==> config.mk <==
export PLATFORM = sky130hd
export DESIGN_NAME = pc_sequencer
export DESIGN_NICKNAME = d
export VERILOG_FILES = /design/src/rtl/pc_seq_pkg.sv /design/src/rtl/pc_ret_stack.sv /design/src/rtl/pc_sequencer.sv
export SDC_FILE = /design/constraint.sdc
export NUM_CORES = 1
export LEC_CHECK = 0
export ABC_CLOCK_PERIOD_IN_PS = 2600
export CORE_MARGIN = 10
export CORE_UTILIZATION = 56
export DETAILED_ROUTE_END_ITERATION = 8
export PLACE_DENSITY = 0.8
export SYNTH_ARGS = -nofsm -noshare
export SYNTH_HDL_FRONTEND = slang
export SYNTH_SLANG_ARGS = --single-unit
==> constraint.sdc <==
create_clock -name clk -period 2.6 [get_ports clk]
set_input_delay 0.26 -clock clk [delete_from_list [all_inputs] [get_ports clk]]
set_output_delay 0.26 -clock clk [all_outputs]
set_load 0.02 [all_outputs]
==> src/rtl/pc_seq_pkg.sv <==
// pc_seq_pkg: shared definitions for the program-counter sequencer.
//   - op_e: operation encoding driven by the instruction decoder.
//   - STACK_WRAP: compile-time selection of the return-stack full behaviour.
//     Controlled by the macro PC_SEQ_STACK_WRAP_EN. When it is defined, a CALL
//     on a full stack overwrites the oldest entry. Otherwise that CALL is
//     refused and the ovf flag is raised.
package pc_seq_pkg;

  typedef enum logic [2:0] {
    OP_HOLD = 3'd0,
    OP_INC  = 3'd1,
    OP_BRC  = 3'd2,
    OP_JMP  = 3'd3,
    OP_CALL = 3'd4,
    OP_RET  = 3'd5,
    OP_RSV6 = 3'd6,
    OP_RSV7 = 3'd7
  } op_e;

`ifdef PC_SEQ_STACK_WRAP_EN
  localparam bit STACK_WRAP = 1'b1;
`else
  localparam bit STACK_WRAP = 1'b0;
`endif

endpackage

==> src/rtl/pc_ret_stack.sv <==
// pc_ret_stack: return-address LIFO for the PC sequencer.
//
// The storage is a shift stack. Entry 0 is always the top of the stack.
// A push shifts every entry one place deeper, and a pop shifts every entry one
// place shallower. With this layout a wrapping push on a full stack discards
// the oldest entry without any extra pointer logic.
// The wrap behaviour follows pc_seq_pkg::STACK_WRAP, which is controlled by the
// macro PC_SEQ_STACK_WRAP_EN.
//
// Ports:
//   clk, rst      clock, asynchronous active-high reset
//   push_i        push push_data_i. Ignored when the stack is full, unless wrap is enabled.
//   push_data_i   address to push
//   pop_i         pop the top entry. Ignored when the stack is empty.
//                 push_i has priority if both are asserted.
//   top_o         current top entry (this value is don't-care when the stack is empty)
//   depth_o       number of valid entries
//   full_o        depth_o == DEPTH
//   empty_o       depth_o == 0
module pc_ret_stack
  import pc_seq_pkg::*;
#(
  parameter int WIDTH = 6,
  parameter int DEPTH = 4,
  parameter int DW    = $clog2(DEPTH + 1)
) (
  input  logic             clk,
  input  logic             rst,
  input  logic             push_i,
  input  logic [WIDTH-1:0] push_data_i,
  input  logic             pop_i,
  output logic [WIDTH-1:0] top_o,
  output logic [DW-1:0]    depth_o,
  output logic             full_o,
  output logic             empty_o
);

  localparam logic [DW-1:0] DEPTH_MAX = DW'(DEPTH);

  logic [WIDTH-1:0] mem_q [DEPTH];
  logic [WIDTH-1:0] mem_d [DEPTH];
  logic [DW-1:0]    depth_q, depth_d;

  assign full_o  = (depth_q == DEPTH_MAX);
  assign empty_o = (depth_q == '0);
  assign depth_o = depth_q;
  assign top_o   = mem_q[0];

  always_comb begin
    mem_d   = mem_q;
    depth_d = depth_q;
    if (push_i && (STACK_WRAP || !full_o)) begin
      for (int i = DEPTH - 1; i > 0; i--) mem_d[i] = mem_q[i-1];
      mem_d[0] = push_data_i;
      // A wrapping push on a full stack keeps the depth at DEPTH.
      if (!full_o) depth_d = depth_q + DW'(1);
    end else if (pop_i && !empty_o) begin
      for (int i = 0; i < DEPTH - 1; i++) mem_d[i] = mem_q[i+1];
      depth_d = depth_q - DW'(1);
    end
  end

  always_ff @(posedge clk or posedge rst) begin
    if (rst) begin
      depth_q <= '0;
      for (int i = 0; i < DEPTH; i++) mem_q[i] <= '0;
    end else begin
      depth_q <= depth_d;
      for (int i = 0; i < DEPTH; i++) mem_q[i] <= mem_d[i];
    end
  end

endmodule

==> src/rtl/pc_sequencer.sv <==
// pc_sequencer: program-counter sequencer. It sits between the instruction
// decoder and the instruction memory.
//
// Supported operations: hold, increment, conditional relative branch, absolute
// jump, and call/return through an internal return-address stack.
// All PC arithmetic wraps modulo 2^WIDTH. The pc output comes straight from a
// register, so the inputs have no combinational path to pc.
// Optional build macro: PC_SEQ_STACK_WRAP_EN. When it is defined, the return
// stack is circular and ovf is tied to 0.
//
// Ports:
//   clk, rst   clock, asynchronous active-high reset
//   en         update enable for pc, stack and depth
//   op         operation code (pc_seq_pkg::op_e encoding)
//   operand    branch offset (two's complement) or absolute target
//   cond       branch condition used by BRC
//   err_clr    clears the sticky flags. It works independently of en, and a
//              new error in the same cycle wins.
//   pc         current program counter
//   depth      number of valid return-stack entries
//   ovf        sticky flag: CALL attempted while the stack was full
//   unf        sticky flag: RET attempted while the stack was empty
module pc_sequencer
  import pc_seq_pkg::*;
#(
  parameter int               WIDTH     = 6,
  parameter int               DEPTH     = 4,
  parameter logic [WIDTH-1:0] RESET_VEC = '0
) (
  input  logic                       clk,
  input  logic                       rst,
  input  logic                       en,
  input  logic [2:0]                 op,
  input  logic [WIDTH-1:0]           operand,
  input  logic                       cond,
  input  logic                       err_clr,
  output logic [WIDTH-1:0]           pc,
  output logic [$clog2(DEPTH+1)-1:0] depth,
  output logic                       ovf,
  output logic                       unf
);

  localparam int DW = $clog2(DEPTH + 1);

  logic [WIDTH-1:0] pc_q, pc_d;
  logic             ovf_q, ovf_d;
  logic             unf_q, unf_d;
  logic             ovf_set, unf_set;
  logic             push, pop;
  logic [WIDTH-1:0] pc_inc;
  logic [WIDTH-1:0] stk_top;
  logic             stk_full, stk_empty;

  assign pc_inc = pc_q + WIDTH'(1);

  pc_ret_stack #(
    .WIDTH (WIDTH),
    .DEPTH (DEPTH),
    .DW    (DW)
  ) u_stack (
    .clk         (clk),
    .rst         (rst),
    .push_i      (push),
    .push_data_i (pc_inc),
    .pop_i       (pop),
    .top_o       (stk_top),
    .depth_o     (depth),
    .full_o      (stk_full),
    .empty_o     (stk_empty)
  );

  always_comb begin
    pc_d    = pc_q;
    push    = 1'b0;
    pop     = 1'b0;
    ovf_set = 1'b0;
    unf_set = 1'b0;
    if (en) begin
      case (op_e'(op))
        OP_INC: pc_d = pc_inc;
        // Sign-agnostic modulo add: a negative offset simply wraps.
        OP_BRC: pc_d = cond ? (pc_inc + operand) : pc_inc;
        OP_JMP: pc_d = operand;
        OP_CALL: begin
          if (!stk_full || STACK_WRAP) begin
            push = 1'b1;
            pc_d = operand;
          end else begin
            ovf_set = 1'b1;
          end
        end
        OP_RET: begin
          if (!stk_empty) begin
            pop  = 1'b1;
            pc_d = stk_top;
          end else begin
            unf_set = 1'b1;
          end
        end
        default: pc_d = pc_q;
      endcase
    end
    // A new error in the same cycle as err_clr leaves the flag set.
    ovf_d = (ovf_q & ~err_clr) | ovf_set;
    unf_d = (unf_q & ~err_clr) | unf_set;
  end

  always_ff @(posedge clk or posedge rst) begin
    if (rst) begin
      pc_q  <= RESET_VEC;
      ovf_q <= 1'b0;
      unf_q <= 1'b0;
    end else begin
      pc_q  <= pc_d;
      ovf_q <= ovf_d;
      unf_q <= unf_d;
    end
  end

  assign pc  = pc_q;
  assign ovf = STACK_WRAP ? 1'b0 : ovf_q;
  assign unf = unf_q;

endmodule

# Word level (Yosys, flattened, before mapping)
# Cells that the tools add are included.
# totals
reg_bits,35
inputBits,14
output_inout_bits,11
elab_cells,56
# op_classes
n_addsub,4
eq_ne,9
muxes,21
bitwise,5
reduce_logical,9
# op_table
operator,n
18-bit two-way mux,2
6-bit case mux with 5 select lines,1
6-bit two-way mux,3
1-bit two-way mux,12
"3-bit == test, second input constant",3
3-bit two-way mux,3
"6-bit by 1-bit adder with 6-bit output, second input constant",1
6-bit adder,1
"3-bit by 2-bit == test with 1-bit output, second input constant",2
"2-bit inequality test, second input constant",3
5-bit nonzero test,1
4-bit AND reduction,1
"3-bit by 1-bit adder with 3-bit output, second input constant",1
"3-bit by 1-bit == test with 1-bit output, second input constant",1
3-bit logical NOT,1
"3-bit by 1-bit subtractor with 3-bit output, second input constant",1
1-bit AND,2
1-bit logical AND,2
1-bit logical NOT,2
1-bit bitwise OR,2
2-bit AND reduction,1
2-bit nonzero test,1
1-bit NOT,1

# Longest topological paths before layout
# logic_depth
word_depth,7
depth_mapped,11
depth_no_buf,10

# Modules after synthesis
# From an unflattened synthesis, not the netlist that was laid out.
# unflattened
hier_cells,278
hier_area_um2,2516.2
# modules_own_cells
mod,n_inst,cells_per_inst,area_per_inst_um2,seq_area_each_um2
pc_ret_stack,1,154,1502.7,675.6
pc_sequencer,1,124,1013.5,200.2

# Least setup slack after synthesis
# Ideal clock, no wire load.
# synth_timing
path_kind,flip-flop to flip-flop
startpoint,register pc_q[0] (netlist: pc[0])
endpoint,register pc_q[5] (netlist: pc[5])
setup_ns,0.110
arrival_ns,2.251
required_time_ns,2.490
path_slack_ns,0.239
stages_incl_launch_ff,11
n_path_buf,0
period_less_slack_ns,2.361
path_cell_list,dfrtp_1 -> ha_1 -> nand3_1 -> xnor2_1 -> ha_1 -> a21oi_1 -> o22ai_1 -> a32oi_1 -> o41ai_2 -> xnor2_1 -> o41ai_1
# synth_between
elab_chain_len,4
# synth_lines
item,line,rtl
start: declaration,pc_sequencer.sv:45,"logic [WIDTH-1:0] pc_q, pc_d;"
start signal: assignment,pc_sequencer.sv:114,pc_q <= pc_d;
6-bit by 1-bit adder with 6-bit output (*),pc_sequencer.sv:54,assign pc_inc = pc_q + WIDTH'(1);
6-bit adder,pc_sequencer.sv:82,OP_BRC: pc_d = cond ? (pc_inc + operand) : pc_inc;
6-bit two-way mux,pc_sequencer.sv:82,
6-bit case mux with 5 select lines (*),pc_sequencer.sv:79,case (op_e'(op))
# Every way passes the cells marked *; elsewhere a longest branch is shown, timed or not.
# A chain may end at the register's enable or synchronous reset.

# Final worst setup path
# layout_timing
startpoint,register pc_q[1] (netlist: pc[1])
endpoint,register pc_q[5] (netlist: pc[5])
# Same word-level chain as after synthesis.

==> summary.md <==
| Metric | Value |
|---|---|
| Status | finished, final reports clean |
| Num CTS Buffers | 5 |
| Unrepaired setup endpoints after global routing | no |
| Worst reg-to-reg setup slack | 0.25 ns |
| Max incr delay on CP | 0.41 ns |
| DIE AREA | a little under 0.007 mm2 |
| Vias/cell | ~5.8 |
| Initial antenna violation count | 0 |
| Drt drc | 0 |
| Leak | 1.11 nW |
| Die H | 82.2 um |
| Via Count | ~1700 |
| Detail Placement HPWL | approximately 3400 um |
| Final Wtd Congestion | around 0.89 |
| DR iter-0 viols | between 150 and 200 |
| GR Overflow Total | 0 |
| Power per standard cell area | 947 mW/mm2 |
| Finish-stage setup viols | 0 |
| Fin crit share | 0.905 |
| Area growth, synth to finish | 17.9% |
| Post-synth top area share | 0.404 |
| Port bufs | 24 |
| Layout Skew | 0.00800 ns |
| Cell Area, Synth | 0.00217 mm2 |
| CTS tree | done |
| Critical-path top delay cell | dfrtp_1 |
| Post-synth EDFFs | 0 |
| Share of layout cells above drive strength 1 | 0.153 |
| Seq/Total Area, Yosys | 0.404 |
| Synth Flop Type | dfrtp_1 |
| Critical Path RT | 2.79 ns |
| Final #Nets | approximately 260 |
| Setup TNS | 0 ns |
| Routed WL | roughly 4700 um |
| # diodes | 0 |
| VDD IR-drop max | 0.436 mV |
| First-pass GRT wire length | 7750 um |
| Commonest non-fill, non-tap cell in the layout | dfrtp_1 |
| Period minus WS final | 2.35 ns |
| Max-slew violation count | 0 |
| Number of clock sinks | 35 |
| Largest net degree at the start of global routing | 36 |
| CTS root buf | clkbuf_8 |
| Die width | 82.2 um |
| Worst-Margin Slew | around 0.57 ns |
| Place WS | ~0.13 ns |
| Placed instance area | 0.00245 mm2 |
| DRT Pass-1 Iters | 4 |
| Crit path buffers/inverters | 0 |
| HP Class | input pin to asynchronous set/reset pin |
| Most used cell, CP | o41ai_2 |
| CP Class | flop to flop |
| Vias in the first global route | 1551 |
| CORE AREA | 0.00369 mm2 |
| Commonest cells after routing, fill and taps aside | 35 x dfrtp_1, 24 x nand2_1, 24 x clkdlybuf4s50_1 |
| Clock-pin slew on the worst setup and hold paths | 0.07 ns |
| Buffers from clock root to sink, at most | 2 |
| FMAX | 425 MHz |
| Setup crit end kind | flop |
| Mapped Nets | 234 |
| # rows | 22 |
| Setup ws final | between 0.2 and 0.25 ns |
| Area leader, netlist | dfrtp_1 |
| Yosys warning count | 0 |
| Unique masters post-synth | 50 |
| Number of synthesized register bits | 35 |
| Crit path max fanout | 4 |
| CTS H-tree depth | 2 |
| Total power | 2.42 mW |
| Slew headroom | 0.622 |
| IO Pins | 25 |
| Top delay family on crit path | compound AO/OA/AOI/OAI gates |
| GRT Resource Usage Total | 0.145 |
| Max-cap violations | 0 |
| Final Hold Viols | 0 |
| Top cells by area, synth | dfrtp_1 40%, mux2i_1 6.5%, mux2_2 4.2% |
| Worst EP arrival | between 2 and 3 ns |
| Synth async-reset ratio | 1.00 |
| Initial Utilization | 0.587 |
| Post-Syn Instances | ~210 |
| Post-layout instance area | 0.00255 mm2 |
| Post-DR wirelength/cell | 16.1 um |
| Critical path startpoint category | flop |
| Syn avg cell area | between 10 and 15 um2 |
| Crit path cell chain | ha_2 > nand3_1 > xnor2_2 > ha_1 > a21oi_1 > o22ai_1 > a32oi_1 > o41ai_2 > xnor2_1 > o41ai_2 |
| Clock latency on the worst-skew pair | 0.29 ns |
| Remaining antenna violation count after routing | 0 |
==> cells in the mapped netlist, types with 2 or more instances <==
| library cell | number |
|---|---|
| fa_1 | 2 |
| nor3_1 | 5 |
| ha_1 | 6 |
| nand2_1 | 24 |
| a22oi_1 | 2 |
| o22ai_1 | 2 |
| a211oi_1 | 3 |
| nor2_1 | 7 |
| xnor2_1 | 5 |
| buf_6 | 4 |
| nand2b_1 | 2 |
| xor2_1 | 5 |
| mux2_2 | 8 |
| a222oi_1 | 5 |
| buf_4 | 3 |
| o21ai_1 | 3 |
| a21oi_1 | 10 |
| mux2i_1 | 14 |
| nor2b_1 | 3 |
| a21o_1 | 3 |
| inv_1 | 13 |
| dfrtp_1 | 35 |
| a221oi_1 | 4 |
| o21ai_0 | 16 |
| buf_2 | 3 |
==> sequential cells by signal, summed over array words and instances (netlist names) <==
signal / count
ovf: 1
u_stack.top_o: 6
u_stack.mem_q: 18
unf: 1
pc: 6
u_stack.depth_o: 3
==> final timing paths <==
kind,start,cells past startpoint,to
max reg2reg,pc[1]$_DFFE_PP0P_,10,pc[5]$_DFFE_PP0P_
max in group asynchronous,rst,3,u_stack.mem_q[5]$_DFFE_PP0P_
max,pc[1]$_DFFE_PP0P_,10,pc[5]$_DFFE_PP0P_
min,rst,3,u_stack.depth_o[1]$_DFFE_PP0P_
min in group clk,u_stack.mem_q[4]$_DFFE_PP0P_,1,u_stack.mem_q[4]$_DFFE_PP0P_
min reg2reg,u_stack.mem_q[4]$_DFFE_PP0P_,1,u_stack.mem_q[4]$_DFFE_PP0P_
==> worst reg2reg max path: stages, from the launching register on <==
cell and delay (ns):
dfrtp_1 0.41, ha_2 0.25, nand3_1 0.13, xnor2_2 0.23
ha_1 0.32, a21oi_1 0.16, o22ai_1 0.09, a32oi_1 0.19
o41ai_2 0.12, xnor2_1 0.15, o41ai_2 0.20
==> per-layer routing <==
layer  wire (um)  GRT usage  up-vias
met5           0          0        -
met4          54     0.0408        0
met3         331     0.0454        9
met2        2070      0.210       46
met1        2200      0.203      797
li1            -          -      827
==> cell families after synthesis <==
kind of cell,after synthesis,synth area share
compound gates,60,0.193
mux,22,0.106
xor+xnor,10,0.0404
simple gates,54,0.142
flops,35,0.404
fa+ha+maj,8,0.0531
buf+inv,23,0.0607
==> final cells by class <==
class	count	area, um2
multi-input combinational	154	1180
fill	305	1140
sequential	35	876
timing repair buffer	32	300
clock buffer	6	72.6
tap	48	60.1
inverter	13	48.8
clock inverter	2	12.5
==> power by group <==
group          total [mW]  internal (mW)  switching [mW]
registers           0.966          0.743           0.222
clock network       0.382          0.187           0.195
logic                1.07          0.523           0.546
==> timing repair <==
item / in CTS / in global routing
setup buffers: 0 / 0
gates resized for setup: 0 / 3
endpoints found under the setup margin: 0 / 1
hold buffers: 0 / 0
==> through the flow <==
stage                util  instances  hold WS (ns)
finish              0.692        290         0.357
global route        0.692        290         0.406
CTS                 0.687        290         0.373
detailed placement  0.664        282         0.491
global placement    0.664        282         0.483
floorplan               -        212         0.356
(Power assumes the default switching activity.)
==> RTL change 1, RTL diff (config.mk and constraints unchanged) <==
The option `PC_SEQ_STACK_WRAP_EN` is turned on by a define.
--- a/src/rtl/pc_seq_pkg.sv
+++ b/src/rtl/pc_seq_pkg.sv
@@ -4,6 +4,8 @@
 //     Controlled by the macro PC_SEQ_STACK_WRAP_EN. When it is defined, a CALL
 //     on a full stack overwrites the oldest entry. Otherwise that CALL is
 //     refused and the ovf flag is raised.
+`define PC_SEQ_STACK_WRAP_EN
+
 package pc_seq_pkg;
 
   typedef enum logic [2:0] {
Check against the original RTL: not equivalent (a bounded check fails within 10 cycles, from zero or initial values and one cycle with rst high).
==> RTL change 1 against the unedited design <==
Power is 22% higher. Worst setup slack got worse by 12 ps. Non-clock buffer count up 1. Design area grew 1.1%. Synthesized area shrank 1.1%. Routed wire length grew 7.7%. Sequential cell count is 1 lower. Largest power group unchanged. Highest routed layer unchanged.
==> RTL change 1: results (changes against the unedited design) <==
Place
  • Placer Congestion: 0.953 (+6.9%)
  • Setup Slack @ Placement: 282 ps (+151 ps)
  • Port bufs: 23 (-4.2%)
  • Dpl hpwl: 3550 um (+5.1%)

Synth
  • Ranking of synthesized cells by area: dfrtp_1 (40%), mux2i_1 (7.5%), a21oi_1 (5.6%), nor2_1 (5.3%), ha_1 (3.5%)
  • Cell variety after synth: 49 (-2.0%)
  • Commonest cells in the netlist: dfrtp_1 (34), nor2_1 (30), a21oi_1 (24), mux2i_1 (16), inv_1 (11)
  • Adder-cell share of the synthesized area: 5.37% (+0.059 points)
  • Xor and xnor area share after synthesis: 3.68% (-0.36 points)

Worst setup path
  • CP Max Fanout: 6 (+2)
  • Critical Path AT: 2590 ps (+50 ps)

CTS
  • Clock Sink Count: 34 (-2.9%)

Routing
  • Routed met3 length: 341 um (+3.0%)
  • Metal2 WL: 2420 um (+16%)
  • 1st-iter DRT viols: 136 (-16%)
  • Post-Route M1 WL: 2170 um (-1.3%)
  • Drt total wl: 5020 um (+7.7%)
  • Initial DRT Pass Iterations: 5 (+1)

Final layout
  • Reg area: 851 sq um (-2.9%)
  • Logic inverters: 11 (-2)
  • Filler cells: 280 (-8.2%)
  • Fin nets: 274 (+4.2%)
  • Multi-input logic area: 0.00118 sq mm (-0.21%)
  • Multi-input combinational cell count: 167 (+8.4%)
  • Share of layout cells above drive strength 1: 13.0% (-2.2 points)

Run status
  • Run status: complete, no violations

GRT
  • Largest net degree at the start of global routing: 35 (-2.8%)
  • First-pass GRT wire length: 8130 um (+4.9%)
  • Total Routing Usage GR: 15.5% (+0.96 points)
  • Met1 Usage GRT: 18.4% (-1.9 points)

Timing
  • Post-Route Skew: 6.49 ps (-1.51 ps)
  • Hold Slack: 358 ps (+0.933 ps)

Pwr
  • PD cells: 1140 mW/mm^2 (+21%)
  • Psw: 1130 uW (+17%)
  • Comb power frac: 44.1% (about the same)
  • P_leak: 0.00108 uW (-2.5%)
==> RTL change 1: cell count changes in the layout (fill, tap and decap cells not counted), moves of 3 or more <==
cell / delta
nor2_1: +23
nand2_1: -15
a21oi_1: +14
o21ai_0: -10
a22o_1: +6
a222oi_1: -5
a211oi_1: -3
nor3_1: -3
==> RTL change 1: how the worst max path moves through the flow <==
stage,startpoint,endpoint,slack [ps],cells past startpoint
5_1_grt,pc[0],pc[5],100,9
4_1_cts,pc[0],pc[5],250,9
3_3_place_gp,pc[0],pc[5],360,9
2_1_floorplan,pc[0],pc[5],260,9
3_5_place_dp,pc[0],pc[5],280,9
6_report,pc[0],pc[5],240,9
==> RTL change 1: worst max-delay path, cell delays in order (launching register included) <==
cell	delay [ps]
dfrtp_1	450
ha_1	290
nand3_1	120
xor2_1	200
inv_1	70
ha_1	320
nand4_1	140
a211o_1	340
a211o_2	310
o211ai_2	60
==> RTL change 2, RTL diff (same settings) <==
Without the edit above. Put a register stage on the output `ovf`, with the module's reset. The value now appears one clock later. The other outputs are not delayed to match.
--- a/src/rtl/pc_sequencer.sv
+++ b/src/rtl/pc_sequencer.sv
@@ -118,7 +118,13 @@
   end
 
   assign pc  = pc_q;
-  assign ovf = STACK_WRAP ? 1'b0 : ovf_q;
+  always_ff @(posedge clk or posedge rst) begin
+    if (rst) begin
+      ovf <= '0;
+    end else begin
+      ovf <= STACK_WRAP ? 1'b0 : ovf_q;
+    end
+  end
   assign unf = unf_q;
 
 endmodule
Check against the original RTL: not equivalent (Yosys sat finds a counterexample within 10 cycles, from zero or initial values and one cycle with rst high).
==> RTL change 2 against the unedited design <==
Die area is 0.87% higher. Worst setup slack worse by 83 ps. Routed wire length is 2.0% lower. Via count is 0.30% higher. Synthesized area is 1.2% higher. Sequential power is 1% higher. Design area stayed put. Clock skew is 5.9 ps lower. Sequential cell count is 1 higher. Utilization is 0.51 points lower. Power is 0.91% lower. Critical path depth stayed put. Largest cell class unchanged. Largest power group unchanged.
==> RTL change 2: results (changes against the unedited design) <==
Run status
  • Run status: complete, no violations

Pwr
  • PD cells: 938 mW/mm^2 (-0.91%)
  • VDD IR max: 0.397 mV (-8.9%)
  • P_leak: 0.00111 uW (+0.34%)
  • Int Pwr: 1460 uW (+0.23%)

Routing
  • 1st-iter DRT viols: 133 (-18%)
  • Drt total wl: 4570 um (-2.0%)
  • Avg WL per Cell: 15.8 um (-2.0%)
  • Initial DRT Pass Iterations: 6 (+2)
  • DR vias: 1684 (+0.30%)

Synth
  • Post-Syn Instances: 213 (+0.47%)
  • Seq/Total Area, Yosys: 41.1% (+0.68 points)
  • Cell variety after synth: 50 (unchanged)
  • Mapped Nets: 235 (+0.43%)
  • Ranking of synthesized cells by area: dfrtp_1 (41%), mux2i_1 (6.4%), mux2_2 (4.1%), nand2_1 (4.1%), o21ai_0 (3.7%)

Worst setup path
  • CP Max Fanout: 4 (unchanged)
  • Critical Path AT: 2610 ps (+70 ps)

Place
  • Placer Congestion: 0.845 (-5.2%)
  • Placed Area: 0.00247 sq mm (+1.0%)
  • Placed cell count: 283 (+0.35%)

Floorplanning
  • Chip width: 82.5 um (+0.43%)

Final layout
  • Final Util: 68.7% (-0.51 points)
  • Filler cells: 293 (-3.9%)
  • Share of layout cells above drive strength 1: 13.6% (-1.7 points)
  • Fin nets: 264 (+0.38%)

CTS
  • CTS H-tree depth: 2 (unchanged)
  • Post-CTS setup buffer count: 0 (unchanged)

GRT
  • Total Routing Usage GR: 14.5% (-0.017 points)
  • Vias in the first global route: 1585 (+2.2%)
  • Largest net degree at the start of global routing: 37 (+2.8%)

Timing
  • Post-Route Skew: 2.13 ps (-5.87 ps)
  • Worst rel slew slack: 70.1% (+7.9 points)
[RTL change 2: cell types whose count changed after synthesis]
| cell | unedited run | this run |
|---|---|---|
| dfrtp_1 | 35 | 36 |
[RTL change 2: area by class of cell]
cell class	count	share of cell area, %
clock buffers	6	2.84
clock inverters	1	0.196
inverters	13	1.91
multi-input cells	154	45.6
flip-flops and latches	36	35.3
well taps	48	2.35
repair buffers	32	11.8
[RTL change 2: worst min-delay path by stage]
stage,to,cells after the start
after floorplan,ovf,0
after global placement,ovf,0
after detailed placement,ovf,0
after CTS,ovf,0
after global routing,ovf,0
final,u_stack.depth_o[1],3
[RTL change 2: power by group through the flow]
stage               clock network, uW  registers [uW]  logic [uW]
floorplan                           0            1020         652
global placement                    0             974        1030
detailed placement                  0             985        1050
CTS                               379             975        1060
global route                      406            1010        1160
finish                            363             978        1050
[RTL change 2: kinds of logic (layout without fill, tap and decap cells)]
family | Yosys count | count (layout) | share of synthesized area, %
flops | 36 | 36 | 41.1
simple gates | 54 | 54 | 14.1
mux | 22 | 22 | 10.5
compound gates | 60 | 60 | 19.1
buf+inv | 23 | 52 | 6.00
xor+xnor | 10 | 10 | 4.00
fa+ha+maj | 8 | 8 | 5.25
[RTL change 2: per-layer routing]
metal	part of all wire, %	routed length, um	global-route usage [%]	up-vias
met5	0	0	0	-
met4	0.70	32	4.18	0
met3	6.2	282	4.32	6
met2	47	2150	22.6	43
met1	46	2110	19.0	802
li1	-	-	-	833
[RTL change 2: per-stage QoR]
step | hold WS, ps | setup slack (ps)
after detailed placement | 367 | 200
after global routing | 400 | 4.87
after global placement | 360 | 243
after CTS | 382 | 169
after floorplan | 354 | 239
final | 376 | 164
